## src/rtl/viterbi_pkg.sv

```systemverilog
// Shared constants and helpers for the rate-1/2, K=3 Viterbi decoder.
package viterbi_pkg;

    localparam int K            = 3;
    localparam int NUM_STATES   = 4;
    localparam int NUM_BRANCH   = 8;
    localparam int BM_W         = 2;
    localparam int PM_W_DEFAULT = 7;

    // Branch j into next state ns from predecessor LSB p is j = {ns, p}.
    function automatic logic [2:0] branch_idx(input logic [1:0] ns,
                                              input logic       p);
        return {ns, p};
    endfunction

endpackage

```

## src/rtl/acs_cell.sv

```systemverilog
// One add-compare-select cell: two candidates, min select, survivor bit.
module acs_cell
    import viterbi_pkg::*;
#(
    parameter int PM_W = PM_W_DEFAULT
) (
    input  logic [PM_W-1:0] i_pm0,
    input  logic [PM_W-1:0] i_pm1,
    input  logic [BM_W-1:0] i_bm0,
    input  logic [BM_W-1:0] i_bm1,
    output logic [PM_W:0]   o_new_pm,
    output logic            o_dec
);

    logic [PM_W:0] w_cand0;
    logic [PM_W:0] w_cand1;

    assign w_cand0 = {1'b0, i_pm0} + (PM_W+1)'(i_bm0);
    assign w_cand1 = {1'b0, i_pm1} + (PM_W+1)'(i_bm1);

    // A tie keeps predecessor p=0.
    assign o_dec    = (w_cand1 < w_cand0);
    assign o_new_pm = o_dec ? w_cand1 : w_cand0;

endmodule

```

## src/rtl/acs_pm_unit.sv

```systemverilog
// ACS stage: four path metrics, survivor decisions and best-state search.
module acs_pm_unit
    import viterbi_pkg::*;
#(
    parameter int PM_W    = PM_W_DEFAULT,
    parameter int INIT_PM = 32
) (
    input  logic                  clk,
    input  logic                  rst,
    input  logic                  init,
    input  logic                  in_valid,
    input  logic [NUM_BRANCH*BM_W-1:0] bm_in,
    output logic                  out_valid,
    output logic [NUM_STATES-1:0] decisions,
    output logic [1:0]            best_state,
    output logic [PM_W-1:0]       best_pm
);

    localparam logic [PM_W:0]   HALF  = (PM_W+1)'(1) << (PM_W-1);
    localparam logic [PM_W-1:0] PM_IN = PM_W'(INIT_PM);

    logic [PM_W-1:0]       r_pm [NUM_STATES];
    logic [NUM_STATES-1:0] r_dec;
    logic                  r_valid;

    logic [PM_W:0]         w_new [NUM_STATES];
    logic [PM_W-1:0]       w_nxt [NUM_STATES];
    logic [NUM_STATES-1:0] w_dec;
    logic [NUM_STATES-1:0] w_hi;
    logic                  w_norm;

    for (genvar n = 0; n < NUM_STATES; n++) begin : g_acs
        localparam int P0 = 2 * (n % 2);
        localparam int J0 = int'(branch_idx(2'(n), 1'b0));

        acs_cell #(.PM_W(PM_W)) u_acs (
            .i_pm0    (r_pm[P0]),
            .i_pm1    (r_pm[P0+1]),
            .i_bm0    (bm_in[BM_W*J0 +: BM_W]),
            .i_bm1    (bm_in[BM_W*(J0+1) +: BM_W]),
            .o_new_pm (w_new[n]),
            .o_dec    (w_dec[n])
        );

        assign w_hi[n] = (w_new[n] >= HALF);
    end

    // Rescale only when every metric sits in the upper half.
    assign w_norm = &w_hi;

    always_comb begin
        for (int k = 0; k < NUM_STATES; k++) begin
            w_nxt[k] = w_norm ? PM_W'(w_new[k] - HALF) : PM_W'(w_new[k]);
        end
    end

    always_ff @(posedge clk or negedge rst) begin
        if (!rst) begin
            r_pm[0] <= '0;
            for (int k = 1; k < NUM_STATES; k++) r_pm[k] <= PM_IN;
            r_dec   <= '0;
            r_valid <= 1'b0;
        end else if (init) begin
            r_pm[0] <= '0;
            for (int k = 1; k < NUM_STATES; k++) r_pm[k] <= PM_IN;
            r_dec   <= '0;
            r_valid <= 1'b0;
        end else if (in_valid) begin
            for (int k = 0; k < NUM_STATES; k++) r_pm[k] <= w_nxt[k];
            r_dec   <= w_dec;
            r_valid <= 1'b1;
        end else begin
            r_valid <= 1'b0;
        end
    end

    always_comb begin
        best_state = 2'd0;
        best_pm    = r_pm[0];
        for (int k = 1; k < NUM_STATES; k++) begin
            if (r_pm[k] < best_pm) begin
                best_state = 2'(k);
                best_pm    = r_pm[k];
            end
        end
    end

    assign decisions = r_dec;
    assign out_valid = r_valid;

endmodule

```

## config.mk

```make
export PLATFORM = sky130hd
export DESIGN_NAME = acs_pm_unit
export DESIGN_NICKNAME = d
export VERILOG_FILES = /design/src/rtl/viterbi_pkg.sv /design/src/rtl/acs_cell.sv /design/src/rtl/acs_pm_unit.sv
export SDC_FILE = /design/constraint.sdc
export NUM_CORES = 1
export LEC_CHECK = 0
export CORE_MARGIN = 4
export CORE_UTILIZATION = 31
export DETAILED_ROUTE_END_ITERATION = 10
export GPL_TIMING_DRIVEN = 0
export PLACE_DENSITY = 0.58
export SYNTH_ARGS = -nofsm -noshare
export SYNTH_HDL_FRONTEND = slang
export SYNTH_SLANG_ARGS = --single-unit
```

## constraint.sdc

```tcl
create_clock -name clk -period 18.4 [get_ports clk]
set_clock_uncertainty 0.2 [all_clocks]
set_input_delay 2.76 -clock clk [delete_from_list [all_inputs] [get_ports clk]]
set_output_delay 2.76 -clock clk [all_outputs]
set_load 0.02 [all_outputs]
```

==> out/results.md <==
* run status: finished, final reports clean
* clock network fraction of design power: 8.1%
* final period utilization: 53.6%
* RR Endpoint: r_pm[13]
* netlist area before placement: 0.00435 mm^2
* number of resized instances in the post-cts repair step: 0
* global-route usage over all layers: 17.3%
* Simple-Gate Fraction of Synth Area: 18.3%
* Layout Nets: 655
* Starting DRT DRC Count: 298
* number of flops mapped to enable cells by yosys: 0
* nature of the critical path startpoint: flip-flop
* fraction of registers with async set or reset after synthesis: 100%
* Filler Cell Count: 1412
* arrival time of data at the critical path endpoint: 6.91 ns
* Cell Rows: 43
* clock tree root buffer cell: clkbuf_16
* number of buffers inserted during clock tree synthesis: 5
* origin of the worst min-delay path: decisions[0]
* post-synthesis mux area share: 6.87%
* Final Hold Vio Count: 0
* clk sink count: 33
* routed vias/inst: 5.43
* combinational cell fraction of total power: 79.0%
* switching share of power: 52.5%
* quantity of I/O buffers inserted on ports: 31
* gp weighted congestion: 0.910
* switching power total: 537 uW
* share of power burned in registers: 12.9%
* y dimension of the die: 126 um
* count of final max-slew check failures: 0
* adder and majority gate portion of the synthesized area: 21.5%
* Max Freq: 101 MHz
* global route total overflow: 0
* Synth cell types: 67
* combined area of the multi-input logic cells: 0.00323 mm^2
* Sum Neg Setup Slack: 0 ns
* DR pass1 iterations: 5
* CTS Hold Buffers Added: 0
* Final Core Density: 36.3%
* Hold Path Class: reg2reg
* total die area: 0.0160 mm^2
* path depth of the worst reg2reg path: 14
* via count of the first global-routing pass: 4140
* area growth from synthesis to layout: 15.4%
* internal power component: 486 uW
* H-Tree Level Count: 2
* Synth Area in Compound Gates: 19.1%
* number of cells on the worst hold path: 2
* clock transition time at the flip-flop clock pins of the worst setup and hold paths: 0.06 ns
* Worst Path Required: 15.44 ns
* number of antenna violations at the first check in global routing: 0
* Critical R2R Launch: r_pm[14]
* DRC violations left: 0
* first-pass GRT wire length: 22.1 mm
* Critical Path End Type: output port
* Main synth FF type: dfrtp_1
* mean instance size in the synthesized netlist: 8.26 um^2
* register bit count reported by yosys: 33
* ratio of cells with drive above 1 in the final layout: 6.01%
* setup fix buffers added after clock tree synthesis: 0
* final antenna diode count: 0
* part of the Yosys area used for sequential elements: 19.1%
* Setup CP Type: reg2out
* post-detail-place hpwl: 10.6 mm
* worst vdd rail ir drop: 0.0918 mV
* Chip Width: 126 um
* overall routed net length: 13.6 mm
* worst slew margin relative to its limit: 43.7%
* count of max-cap constraint violations: 0
* final routed wire length divided by cell count: 18.3 um
* later-pin clock latency in the skew report: 0.28 ns
* share of the synthesized netlist area taken by xor and xnor gates: 8.48%
* Cells after Synth: 527
* maximum number of pins on one net before global-route repair: 34
* core area: 0.0138 mm^2
* CTS tree: built
* dominant combinational cell family by area after synthesis: adder cells
* Yosys Warn Count: 0
* setup repair after global routing missed its margin: no
* post-detailed-route count of antenna-violating nets: 0
* number of ports placed on the die boundary: 34
* leak pwr: 2.24 nW
* Synth Net Count: 617
* Tightest Pin Transition: 0.838 ns
* worst-case hold path end point: decisions[0]
* Seq. cell area: 830 um^2
* final critical-path required period: 9.87 ns
* vias after detailed routing: 4053
* initial standard-cell utilization of the core: 31.5%
* final setup fails: 0
* clock buffer depth: 2
* pwr dens: 204 mW/mm^2
* CP Max Fanout: 9
* register-to-register setup slack: 13.80 ns
## synthesized netlist by cell type (all sizes together) (5+ instances only)
cell	number	area share, %
ha	62	18
nor2	62	5.4
nand2	47	4.2
inv	36	3.1
xnor2	32	6.9
dfrtp	30	17
a21oi	27	3.2
o21ai	25	2.9
mux2i	22	5.1
nand3	17	2.0
clkbuf	15	1.6
a211oi	13	2.2
a21o	12	2.1
buf	10	1.4
fa	8	3.7
xor2	8	1.6
mux2	7	1.8
o211ai	7	1.2
a311oi	6	1.2
nand2b	6	0.86
nand4	5	0.72
nor3	5	0.58
## metal layers
layer	GRT usage (%)	part of all wire (%)	up-vias	wire, um
met3	2.86	5.9	23	802
li1	-	-	1961	-
met4	5.74	2.7	0	369
met5	0	0	-	0
met1	23.2	46	1949	6260
met2	28.2	45	120	6190
## how the worst max path moves through the flow
stage	endpoint	slack, ns	from	cells past startpoint
finish	best_pm[2]	8.53	r_pm[23]	25
global route	best_pm[1]	8.10	r_pm[23]	25
CTS	best_pm[2]	8.55	r_pm[23]	25
detailed placement	best_pm[2]	8.88	r_pm[23]	25
global placement	best_pm[2]	8.99	r_pm[23]	25
floorplan	best_pm[0]	10.15	r_pm[23]	24
## logic make-up after synthesis
| group | after synthesis |
|---|---|
| AOI/OAI and AO/OA | 122 |
| xor gates and xnor gates | 40 |
| adders and majority gates | 70 |
| buffers and inverters | 63 |
| DFF | 33 |
| muxes | 29 |
| and+or+nand+nor | 170 |
## layout make-up
cell class              instances  area share, %
clock buffers                   6           2.57
well taps                     180           4.49
repair buffers                 31           6.08
inverters                      36           2.69
plain buffers                  27           3.07
multi-input cells             431           64.4
flip-flops and latches         33           16.5
clock inverters                 2          0.199
## stage by stage
stage               instance area [um^2]  setup slack [ns]  std cells  hold WS (ns)  power, mW
floorplan                           4350             10.15        527         0.318      0.691
global placement                    4890              8.99        738         0.336      0.916
detailed placement                  4880              8.88        738         0.347      0.932
CTS                                 5020              8.55        746         0.360       1.02
global route                        5020              8.10        746         0.393       1.12
finish                              5020              8.53        746         0.345       1.02
## critical path: stages (launching register included)
cell	delay (ns)
dfrtp_1	0.31
buf_2	0.21
inv_1	0.16
ha_1	0.33
a21o_1	0.17
a31oi_1	0.14
o21ai_1	0.17
a21oi_2	0.47
mux2i_1	0.35
ha_1	0.31
a21oi_1	0.13
o21ai_1	0.15
or3_1	0.39
a2111oi_0	0.37
and3b_1	0.22
clkbuf_1	0.23
mux2i_1	0.26
inv_1	0.06
ha_1	0.29
a21o_1	0.12
a21o_1	0.10
a21oi_1	0.09
and3_1	0.16
a22oi_2	0.48
mux2_1	0.40
clkdlybuf4s50_1	0.55
## power by group through the flow
stage	Clock [mW]	Sequential [mW]	Combinational, mW
2_1_floorplan	0	0.119	0.572
3_3_place_gp	0	0.132	0.783
3_5_place_dp	0	0.132	0.800
4_1_cts	0.0834	0.132	0.805
5_1_grt	0.0873	0.135	0.894
6_report	0.0829	0.132	0.808
## state kept, by name, indices dropped and copies added (netlist names)
| name | count |
|---|---|
| decisions | 4 |
| out_valid | 1 |
| r_pm | 28 |
## cell usage in the layout (no fill, tap or decap), types with 5 or more instances in the layout
cell	instances
mux2_1	6
xor2_1	8
buf_2	7
clkdlybuf4s50_1	30
nand3_1	17
xnor2_1	31
a311oi_1	6
a211oi_1	13
ha_1	62
clkbuf_16	5
a21oi_1	26
a21o_1	12
nand2_1	46
nand2b_1	6
inv_1	36
mux2i_1	22
clkbuf_1	14
o211ai_1	7
nor3_1	5
fa_1	8
o21ai_1	7
nor2_1	61
nand4_1	5
dfrtp_1	30
o21ai_0	18
(Power assumes the default switching activity.)
